`config.mk`:
```
export PLATFORM = sky130hd
export DESIGN_NAME = board_rst_seq
export DESIGN_NICKNAME = d
export VERILOG_FILES = /design/src/rtl/board_rst_pkg.sv /design/src/rtl/board_sync_ff.sv /design/src/rtl/board_rst_seq.sv
export SDC_FILE = /design/constraint.sdc
export NUM_CORES = 1
export LEC_CHECK = 0
export CAP_MARGIN = 40
export CORE_UTILIZATION = 45
export CTS_CLUSTER_SIZE = 28
export DETAILED_ROUTE_END_ITERATION = 8
export GPL_TIMING_DRIVEN = 1
export SYNTH_ARGS = -nofsm -noshare
export SYNTH_HDL_FRONTEND = slang
export SYNTH_SLANG_ARGS = --single-unit
```
`constraint.sdc`:
```
create_clock -name clk_p -period 3.8 [get_ports clk_p]
set_input_delay 0.57 -clock clk_p [delete_from_list [all_inputs] [get_ports clk_p]]
set_output_delay 0.57 -clock clk_p [all_outputs]
set_load 0.005 [all_outputs]
```
`src/rtl/board_rst_pkg.sv`:
```
// Shared definitions for the board reset sequencer: FSM state encoding,
// parameter defaults and small elaboration-time helpers.
package board_rst_pkg;

    typedef enum logic [2:0] {
        ST_POR        = 3'd0,
        ST_WAIT_LOCK  = 3'd1,
        ST_MIG_RST    = 3'd2,
        ST_WAIT_CALIB = 3'd3,
        ST_SYS_DLY    = 3'd4,
        ST_RUN        = 3'd5,
        ST_NDM        = 3'd6,
        ST_FAIL       = 3'd7
    } state_e;

    localparam int POR_CYCLES_DEF     = 64;
    localparam int MIG_RST_CYCLES_DEF = 16;
    localparam int CALIB_TIMEOUT_DEF  = 4194304;
    localparam int MAX_RETRIES_DEF    = 3;
    localparam int SYS_DELAY_DEF      = 32;
    localparam int NDM_CYCLES_DEF     = 16;

    function automatic int max_i(input int a, input int b);
        return (a > b) ? a : b;
    endfunction

    // Counter must hold P-1 for the longest timed state; never narrower than 1 bit.
    function automatic int cnt_width(input int max_val);
        return (max_val > 1) ? $clog2(max_val) : 1;
    endfunction

endpackage

```
`src/rtl/board_sync_ff.sv`:
```
// Multi-stage flop synchroniser for bringing asynchronous levels into the
// clk domain; every stage resets to 0.
module board_sync_ff #(
    parameter int WIDTH  = 1,
    parameter int STAGES = 2
) (
    input  logic             clk,
    input  logic             rst_n,
    input  logic [WIDTH-1:0] d,
    output logic [WIDTH-1:0] q
);

    logic [STAGES-1:0][WIDTH-1:0] sync_d;
    logic [STAGES-1:0][WIDTH-1:0] sync_q;

    always_comb begin
        sync_d[0] = d;
        for (int i = 1; i < STAGES; i++) begin
            sync_d[i] = sync_q[i-1];
        end
    end

    // NOTE: sequential state uses non-blocking assignments so every stage
    // samples its predecessor's value from before the edge.
    always_ff @(posedge clk or negedge rst_n) begin
        if (!rst_n) begin
            sync_q <= '0;
        end else begin
            sync_q <= sync_d;
        end
    end

    assign q = sync_q[STAGES-1];

endmodule

```
`src/rtl/board_rst_seq.sv`:
```
// Board bring-up reset sequencer: holds the MIG and SoC in reset through
// power-on, clock lock and DDR calibration, with retry, lock-loss and debug-reset handling.
module board_rst_seq
    import board_rst_pkg::*;
#(
    parameter int POR_CYCLES     = POR_CYCLES_DEF,
    parameter int MIG_RST_CYCLES = MIG_RST_CYCLES_DEF,
    parameter int CALIB_TIMEOUT  = CALIB_TIMEOUT_DEF,
    parameter int MAX_RETRIES    = MAX_RETRIES_DEF,
    parameter int SYS_DELAY      = SYS_DELAY_DEF,
    parameter int NDM_CYCLES     = NDM_CYCLES_DEF
) (
    input  logic       clk_p,
    input  logic       cpu_resetn,
    input  logic       clk_locked_i,
    input  logic       calib_done_i,
    input  logic       ndmreset_req_i,
    output logic       mig_rst_no,
    output logic       sys_rst_no,
    output logic [2:0] state_o,
    output logic [1:0] retry_cnt_o,
    output logic       fail_o
);

    localparam int MAX_TIMED = max_i(max_i(max_i(POR_CYCLES, MIG_RST_CYCLES),
                                           max_i(CALIB_TIMEOUT, SYS_DELAY)),
                                     NDM_CYCLES);
    localparam int CNT_W     = cnt_width(MAX_TIMED);

    localparam logic [CNT_W-1:0] POR_LAST   = CNT_W'(POR_CYCLES - 1);
    localparam logic [CNT_W-1:0] MIG_LAST   = CNT_W'(MIG_RST_CYCLES - 1);
    localparam logic [CNT_W-1:0] CALIB_LAST = CNT_W'(CALIB_TIMEOUT - 1);
    localparam logic [CNT_W-1:0] SYS_LAST   = CNT_W'(SYS_DELAY - 1);
    localparam logic [CNT_W-1:0] NDM_LAST   = CNT_W'(NDM_CYCLES - 1);
    localparam logic [1:0]       RETRY_MAX  = 2'(MAX_RETRIES);

    logic lock_s;
    logic calib_s;
    logic ndm_s;

    board_sync_ff #(.WIDTH(1), .STAGES(2)) u_sync_lock (
        .clk   (clk_p),
        .rst_n (cpu_resetn),
        .d     (clk_locked_i),
        .q     (lock_s)
    );

    board_sync_ff #(.WIDTH(1), .STAGES(2)) u_sync_calib (
        .clk   (clk_p),
        .rst_n (cpu_resetn),
        .d     (calib_done_i),
        .q     (calib_s)
    );

    board_sync_ff #(.WIDTH(1), .STAGES(2)) u_sync_ndm (
        .clk   (clk_p),
        .rst_n (cpu_resetn),
        .d     (ndmreset_req_i),
        .q     (ndm_s)
    );

    state_e           state_d, state_q;
    logic [CNT_W-1:0] cnt_d, cnt_q;
    logic [1:0]       retry_d, retry_q;
    logic             mig_rst_n_d, mig_rst_n_q;
    logic             sys_rst_n_d, sys_rst_n_q;
    logic             fail_d, fail_q;

    always_comb begin
        // NOTE: every combinational output gets a default before the case so
        // no path through the logic can leave one unassigned and infer a latch.
        state_d = state_q;
        retry_d = retry_q;

        case (state_q)
            ST_POR: begin
                if (cnt_q == POR_LAST) state_d = ST_WAIT_LOCK;
            end
            ST_WAIT_LOCK: begin
                if (lock_s) state_d = ST_MIG_RST;
            end
            ST_MIG_RST: begin
                if (!lock_s)                state_d = ST_WAIT_LOCK;
                else if (cnt_q == MIG_LAST) state_d = ST_WAIT_CALIB;
            end
            ST_WAIT_CALIB: begin
                if (!lock_s) begin
                    state_d = ST_WAIT_LOCK;
                end else if (calib_s) begin
                    state_d = ST_SYS_DLY;
                end else if (cnt_q == CALIB_LAST) begin
                    if (retry_q == RETRY_MAX) begin
                        state_d = ST_FAIL;
                    end else begin
                        state_d = ST_MIG_RST;
                        retry_d = (retry_q == 2'b11) ? retry_q : retry_q + 2'd1;
                    end
                end
            end
            // Calibration loss after bring-up re-resets the MIG without
            // consuming a retry; lock loss always wins over it.
            ST_SYS_DLY: begin
                if (!lock_s)                state_d = ST_WAIT_LOCK;
                else if (!calib_s)          state_d = ST_MIG_RST;
                else if (cnt_q == SYS_LAST) state_d = ST_RUN;
            end
            ST_RUN: begin
                if (!lock_s)       state_d = ST_WAIT_LOCK;
                else if (!calib_s) state_d = ST_MIG_RST;
                else if (ndm_s)    state_d = ST_NDM;
            end
            ST_NDM: begin
                if (!lock_s)                          state_d = ST_WAIT_LOCK;
                else if (!calib_s)                    state_d = ST_MIG_RST;
                else if (cnt_q >= NDM_LAST && !ndm_s) state_d = ST_RUN;
            end
            ST_FAIL: begin
                state_d = ST_FAIL;
            end
            default: begin
                state_d = ST_POR;
            end
        endcase

        if (state_d == ST_RUN && state_q != ST_RUN) retry_d = '0;

        // Saturating so a long debug-reset hold cannot wrap below NDM_LAST.
        if (state_d != state_q)  cnt_d = '0;
        else if (cnt_q == '1)    cnt_d = cnt_q;
        else                     cnt_d = cnt_q + CNT_W'(1);

        // Outputs are decoded from the next state so their flops line up with state_q.
        mig_rst_n_d = !(state_d inside {ST_POR, ST_WAIT_LOCK, ST_MIG_RST, ST_FAIL});
        sys_rst_n_d = (state_d == ST_RUN);
        fail_d      = (state_d == ST_FAIL);
    end

    always_ff @(posedge clk_p or negedge cpu_resetn) begin
        if (!cpu_resetn) begin
            state_q     <= ST_POR;
            cnt_q       <= '0;
            retry_q     <= '0;
            mig_rst_n_q <= 1'b0;
            sys_rst_n_q <= 1'b0;
            fail_q      <= 1'b0;
        end else begin
            state_q     <= state_d;
            cnt_q       <= cnt_d;
            retry_q     <= retry_d;
            mig_rst_n_q <= mig_rst_n_d;
            sys_rst_n_q <= sys_rst_n_d;
            fail_q      <= fail_d;
        end
    end

    assign mig_rst_no  = mig_rst_n_q;
    assign sys_rst_no  = sys_rst_n_q;
    assign fail_o      = fail_q;
    assign state_o     = state_q;
    assign retry_cnt_o = retry_q;

endmodule

```
==> summary.txt, run 1 <==
Critical path
  • Reg2Reg Depth: 6
  • Critical Path Fanout Max: 22
  • Cell count along the critical path: 6
  • CP required: slightly below 4 ns
  • Slowest CP cell: a211o_1
  • Setup crit end kind: flop
  • Worst-path cell chain: nand4_1 -> or3_1 -> nor4_1 -> o22a_1 -> a211o_1 -> nor3_1
  • CP peak stage delay: roughly 0.62 ns
  • Worst EP arrival: about 2.9 ns
  • CP Class: flop to flop
  • Worst setup SP type: flop
  • CP bufs+invs: 0
  • Cell family with most CP delay: simple AND/OR/NAND/NOR gates

Synthesis
  • Ys Warns: 0
  • Fraction of registers with async set/reset: 100%
  • Avg Inst Size Synth: 9.43 sq um
  • Seq/Total Area, Yosys: 45.1%
  • Post-synth top flop: dfrtp_1
  • Synth Register Bits: 36
  • Number of synthesized flops with an enable pin: 0
  • Gate Count Post-Synth: 212
  • Most frequent cell after synthesis: dfrtp_1
  • Top cell type's share of synthesized area: 45.1%
  • Synthesized Nets: 219
  • Synth Cell Area: around 2000 sq um
  • Synth top area cells: dfrtp_1, nor2_1, xor2_1
  • Post-synth cell types: 44
  • Commonest cells post-synth: dfrtp_1, nor2_1, nand3_1
  • Cell taking the most area after synthesis: dfrtp_1

Timing
  • Fmax: 367 MHz
  • Worst-Margin Slew: 0.916 ns
  • Pins Over Slew Limit: 0
  • Tcrit/Tclk final: a little under three quarters
  • Setup violators final: 0
  • Fin. Hold Viols: 0
  • RSZ-0062 raised after global routing: no
  • Final TNS setup: 0 ns
  • Max_slew headroom: 38.6%
  • Clk_skew: 0.00549 ns
  • Fin crit period: 2.72 ns

Clock tree
  • TritonCTS clock tree: built
  • Worst-Skew Late Latency: 0.29 ns
  • Clock Sink Count: 36
  • Clock-pin transition on the worst setup and hold timing paths: 0.07 ns
  • Hold Buf Count CTS: 0
  • H-tree levels: 2
  • PostCTS Resize Cnt: 0
  • Post-CTS setup buffers: 0
  • TritonCTS Buffers: 5
  • CTS Buffer Depth: 2
  • CTS root buffer: clkbuf_8

Global route
  • First-pass GRT wire length: 6890 um
  • Met1 track demand over resource: between 20% and 30%
  • Met3 GRT Util: roughly 5.1%
  • Initial antenna violation count: 0
  • Vias in the first global route: 1,481
  • All-layer global routing usage: 20.3%
  • Grt total ovfl: 0
  • Pin count of the biggest net entering global routing: 37
  • Top Usage Layer GRT: met2
  • Routing usage on met2: 31.5%

Min path
  • Hold Path Class: flop to flop
  • Worst hold path depth: 0

Die
  • CORE AREA: ~4100 sq um
  • FP Rows: 23
  • Die Span X: 68.7 um
  • Die area: 4710 sq um
  • Starting Density: 48.2%
  • IO Pins: 13
  • DIE HEIGHT: 68.7 um

Finish
  • Finished Core Util: 53.8%
  • # diodes: 0
  • Layout Nets: 229
  • Share of cells above drive strength 1: 7.66%
  • Area Overhead vs Synth: 11.6%
  • Sequential cell area: 901 sq um
  • Multi-input gate area: 1030 sq um
  • Max reg flops: 22
  • Fillcell total: 395
  • Largest register by flop count: cnt_q

Place
  • Routability congestion estimate from global placement: 0.879
  • Dpl hpwl: 2830 um
  • I/O Buffers: 12

Route
  • DRC: 0
  • Vias post-DR: approximately 1,600
  • Post-Route WL: 4080 um
  • Vias/cell: 5.86
  • Routed length per instance: between 15 and 20 um
  • 1st-iter DRT viols: 83
  • Drt pass-1 iters: 4
  • Post-route ant nets: 0

Pwr
  • Worst vdd rail ir drop: 0.235 mV
  • Leakage: 1.03 nW
  • Pwr Density: about 310 nW/um^2

Flow run
  • MaxCap Viol Count: 0

Run status
  • Status: completed
placed cells by master, fill, tap and decap left out, types with 3 or more instances in the layout:
cell             netlist  final
a21oi_1                3      3
and2_1                 3      3
inv_1                  4      4
xnor2_1                7      7
nand2_1               11     11
o211ai_1               3      3
clkbuf_8               0      7
nor2_1                29     29
dfrtp_1               36     36
nand4_1               10     10
nand3_1               14     14
a211oi_1               3      3
o21ai_0                5      5
xor2_1                12     12
clkdlybuf4s50_1        0     11
mux2i_1                3      3
nor2b_1                3      3
nor4_1                 3      3
nor3_1                13     13
and3_1                10     10
nand2b_1               3      3
per-layer routing:
metal	up-vias	share of wire (%)
li1	785	-
met1	777	50
met2	27	46
met3	5	3.2
met4	0	1.5
met5	-	0
path summary, 6_finish.rpt:
check | from | to | slack (ns)
worst max-delay path | cnt_q[12]$_DFFE_PN0P_ | cnt_q[0]$_DFFE_PN0P_ | 1.08
worst min-delay path | u_sync_calib.sync_d[1]$_DFF_PN0_ | u_sync_calib.q$_DFF_PN0_ | 0.35
worst max register to register | cnt_q[12]$_DFFE_PN0P_ | cnt_q[0]$_DFFE_PN0P_ | 1.08
worst min register to register | u_sync_calib.sync_d[1]$_DFF_PN0_ | u_sync_calib.q$_DFF_PN0_ | 0.35
max in group asynchronous | cpu_resetn | cnt_q[17]$_DFFE_PN0P_ | 2.94
min in group asynchronous | cpu_resetn | cnt_q[8]$_DFFE_PN0P_ | 0.36
cells by family after synthesis:
| logic type | Yosys count | share of synthesized area, % |
|---|---|---|
| flops | 36 | 45.1 |
| compound gates | 27 | 9.89 |
| mux | 3 | 1.50 |
| buf+inv | 14 | 3.25 |
| xor+xnor | 19 | 8.32 |
| simple gates | 111 | 30.7 |
| fa+ha+maj | 2 | 1.25 |
worst register-to-register path: cells and delay by family (launching register included):
family | cells | cell delay [ns]
AO/OA/AOI/OAI | 2 | 0.92
flip-flops | 1 | 0.47
AND/OR/NAND/NOR | 4 | 1.18
final cells by class:
type	instances	share of cell area, %
flip-flops and latches	36	40.4
well taps	50	2.80
multi-input cells	162	46.3
repair buffers	13	5.50
inverters	4	0.673
clock buffers	7	4.32
power breakdown:
group | switching, mW | internal (mW)
clock network | 0.128 | 0.161
logic | 0.00988 | 0.00540
registers | 0.00362 | 0.386
total | 0.142 | 0.553
metrics by stage:
stage	std cells	instance area (sq um)	setup WS (ns)	hold slack [ns]	power [mW]
floorplan	212	2000	1.59	0.274	0.401
global placement	264	2130	1.17	0.331	0.412
detailed placement	265	2130	1.09	0.335	0.413
CTS	272	2230	1.07	0.350	0.703
global route	272	2230	0.758	0.361	0.722
finish	272	2230	1.08	0.348	0.695
Power figures use the tool's default switching activity.
==> run 2, diff against run 1 <==
==> constraint.sdc (replaced) <==
create_clock -name clk_p -period 2.67 [get_ports clk_p]
set_input_delay 0.4005 -clock clk_p [delete_from_list [all_inputs] [get_ports clk_p]]
set_output_delay 0.4005 -clock clk_p [all_outputs]
set_load 0.005 [all_outputs]
==> summary.txt, run 2 (synthesis results as in run 1) <==
Run status
  • Status: completed (unchanged)

Finish
  • # diodes: 0 (unchanged)
  • Largest register by flop count: cnt_q (unchanged)
  • Layout Nets: 234 (was 229)
  • Most frequent cells in the layout: dfrtp_1, nor2_1, nand3_1, nor3_1, xor2_1 (unchanged)
  • Share of cells above drive strength 1: 9.69% (was 7.66%)
  • Commonest non-fill, non-tap cell in the layout: dfrtp_1 (unchanged)
  • Max reg flops: 22 (unchanged)
  • Area Overhead vs Synth: 13.4% (was 11.6%)
  • Fillcell total: 393 (was 395)

Pwr
  • Combinational share of power: 2.3% (was 2.2%)
  • Net Sw Power: 0.200 mW (was 0.142 mW)
  • Worst vdd rail ir drop: 0.309 mV (was 0.235 mV)
  • Seq pwr share: 59.4% (was 56.1%)
  • Int Pwr: 0.735 mW (was 0.553 mW)
  • Sw Share: 21.4% (was 20.4%)
  • Pwr Density: 412 nW/um^2 (was 311 nW/um^2)
  • Leakage: 1.05 nW (was 1.03 nW)
  • Clk pwr share: 38.4% (was 41.7%)

Die
  • Die area: 4710 sq um (unchanged)
  • Starting Density: 48.2% (unchanged)
  • CORE AREA: 4140 sq um (unchanged)
  • Die Span X: 68.7 um (unchanged)
  • IO Pins: 13 (unchanged)
  • FP Rows: 23 (unchanged)
  • DIE HEIGHT: 68.7 um (unchanged)

Clock tree
  • Post-CTS setup buffers: 0 (unchanged)
  • Clock-pin transition on the worst setup and hold timing paths: 0.07 ns (about the same)
  • TritonCTS Buffers: 5 (unchanged)
  • Clock Sink Count: 36 (unchanged)
  • TritonCTS clock tree: built (unchanged)
  • Hold Buf Count CTS: 0 (unchanged)
  • Worst-Skew Late Latency: 0.29 ns (about the same)
  • CTS root buffer: clkbuf_8 (unchanged)
  • PostCTS Resize Cnt: 0 (unchanged)
  • CTS Buffer Depth: 2 (unchanged)
  • H-tree levels: 2 (unchanged)

Timing
  • Clk_skew: 0.00911 ns (was 0.00549 ns)
  • Final TNS setup: 0 ns (unchanged)
  • RSZ-0062 raised after global routing: no (unchanged)
  • Pins Over Slew Limit: 0 (unchanged)
  • Fin. Hold Viols: 0 (unchanged)
  • Setup ws final: 0.261 ns (was 1.08 ns)
  • Fmax: 415 MHz (was 367 MHz)
  • Tcrit/Tclk final: 90.2% (was 71.7%)
  • Max_slew headroom: 48.6% (was 38.6%)
  • Worst-Margin Slew: 0.772 ns (was 0.916 ns)
  • Setup violators final: 0 (unchanged)
  • Fin crit period: 2.41 ns (was 2.72 ns)

Global route
  • Pin count of the biggest net entering global routing: 37 (unchanged)
  • Initial antenna violation count: 0 (unchanged)
  • Grt total ovfl: 0 (unchanged)
  • First-pass GRT wire length: 7110 um (was 6890 um)
  • All-layer global routing usage: 20.9% (was 20.3%)
  • Vias in the first global route: 1,499 (was 1,481)

Place
  • I/O Buffers: 12 (unchanged)
  • Dpl hpwl: 3030 um (was 2830 um)
  • Routability congestion estimate from global placement: 0.896 (was 0.879)
  • Worst slack, placed: 0.151 ns (was 1.09 ns)

Critical path
  • CP required: 2.85 ns (was 3.92 ns)
  • Critical Path Fanout Max: 8 (was 22)
  • Setup crit end kind: flop (unchanged)
  • Worst setup SP type: flop (unchanged)
  • CP Class: flop to flop (unchanged)
  • Worst EP arrival: 2.59 ns (was 2.85 ns)

Route
  • 1st-iter DRT viols: 124 (was 83)
  • Routed length per instance: 15.3 um (was 15.0 um)
  • Post-Route WL: 4230 um (was 4080 um)
  • Drt pass-1 iters: 4 (unchanged)
  • Post-route ant nets: 0 (unchanged)
  • Vias post-DR: 1,629 (was 1,594)
  • Vias/cell: 5.88 (was 5.86)
  • DRC: 0 (unchanged)

Min path
  • Hold Path Class: input pin to asynchronous set/reset pin (was flop to flop)

Flow run
  • MaxCap Viol Count: 0 (unchanged)
run 2: worst paths after layout:
kind | slack [ns] | depth (start not counted) | startpoint | to
worst max-delay path | 0.26 | 6 | cnt_q[0]$_DFFE_PN0P_ | fail_o$_DFF_PN0_
worst min-delay path | 0.18 | 1 | cpu_resetn | cnt_q[5]$_DFFE_PN0P_
worst max register to register | 0.26 | 6 | cnt_q[0]$_DFFE_PN0P_ | fail_o$_DFF_PN0_
worst min register to register | 0.35 | 0 | u_sync_lock.sync_d[1]$_DFF_PN0_ | u_sync_lock.q$_DFF_PN0_
max in group asynchronous | 1.99 | 1 | cpu_resetn | cnt_q[19]$_DFFE_PN0P_
min in group clk_p | 0.35 | 0 | u_sync_lock.sync_d[1]$_DFF_PN0_ | u_sync_lock.q$_DFF_PN0_
run 2: stage by stage:
| step | std cells | instance area, sq um | util, % | hold slack, ns | total power [mW] |
|---|---|---|---|---|---|
| finish | 277 | 2270 | 54.7 | 0.182 | 0.935 |
| global placement | 270 | 2180 | 52.7 | 0.332 | 0.586 |
| detailed placement | 270 | 2180 | 52.7 | 0.336 | 0.588 |
| CTS | 277 | 2260 | 54.6 | 0.213 | 0.943 |
| global route | 277 | 2270 | 54.7 | 0.250 | 0.973 |
| floorplan | 212 | 2000 | - | 0.105 | 0.570 |
run 2: critical path, stage by stage (launching register included):
cell      delay [ns]
dfrtp_1         0.42
ha_1            0.25
and3_1          0.29
or3_4           0.43
a211oi_1        0.43
a21boi_0        0.27
and2_1          0.21
run 2: per-layer routing:
metal  GRT usage, %  wire [um]  up-vias
met4           7.81         74        0
met3           4.11        176        8
met1           30.5       2090      796
met5              0          0        -
met2           30.1       1890       37
li1               -          -      788
run 2: cell type report:
type	instances	area, sq um	share of cell area (%)
multi-input combinational	162	1040	45.8
sequential	36	901	39.7
timing repair buffer	18	173	7.62
clock buffer	6	72.6	3.20
tap	50	62.6	2.76
inverter	4	15.0	0.662
clock inverter	1	5.00	0.221
run 2: power groups by stage:
stage          logic, mW  clock network (mW)  registers, mW
5_1_grt           0.0250               0.393          0.555
2_1_floorplan    0.00760                   0          0.563
6_report          0.0214               0.359          0.555
4_1_cts           0.0225               0.366          0.555
3_5_place_dp      0.0224                   0          0.565
3_3_place_gp      0.0214                   0          0.565
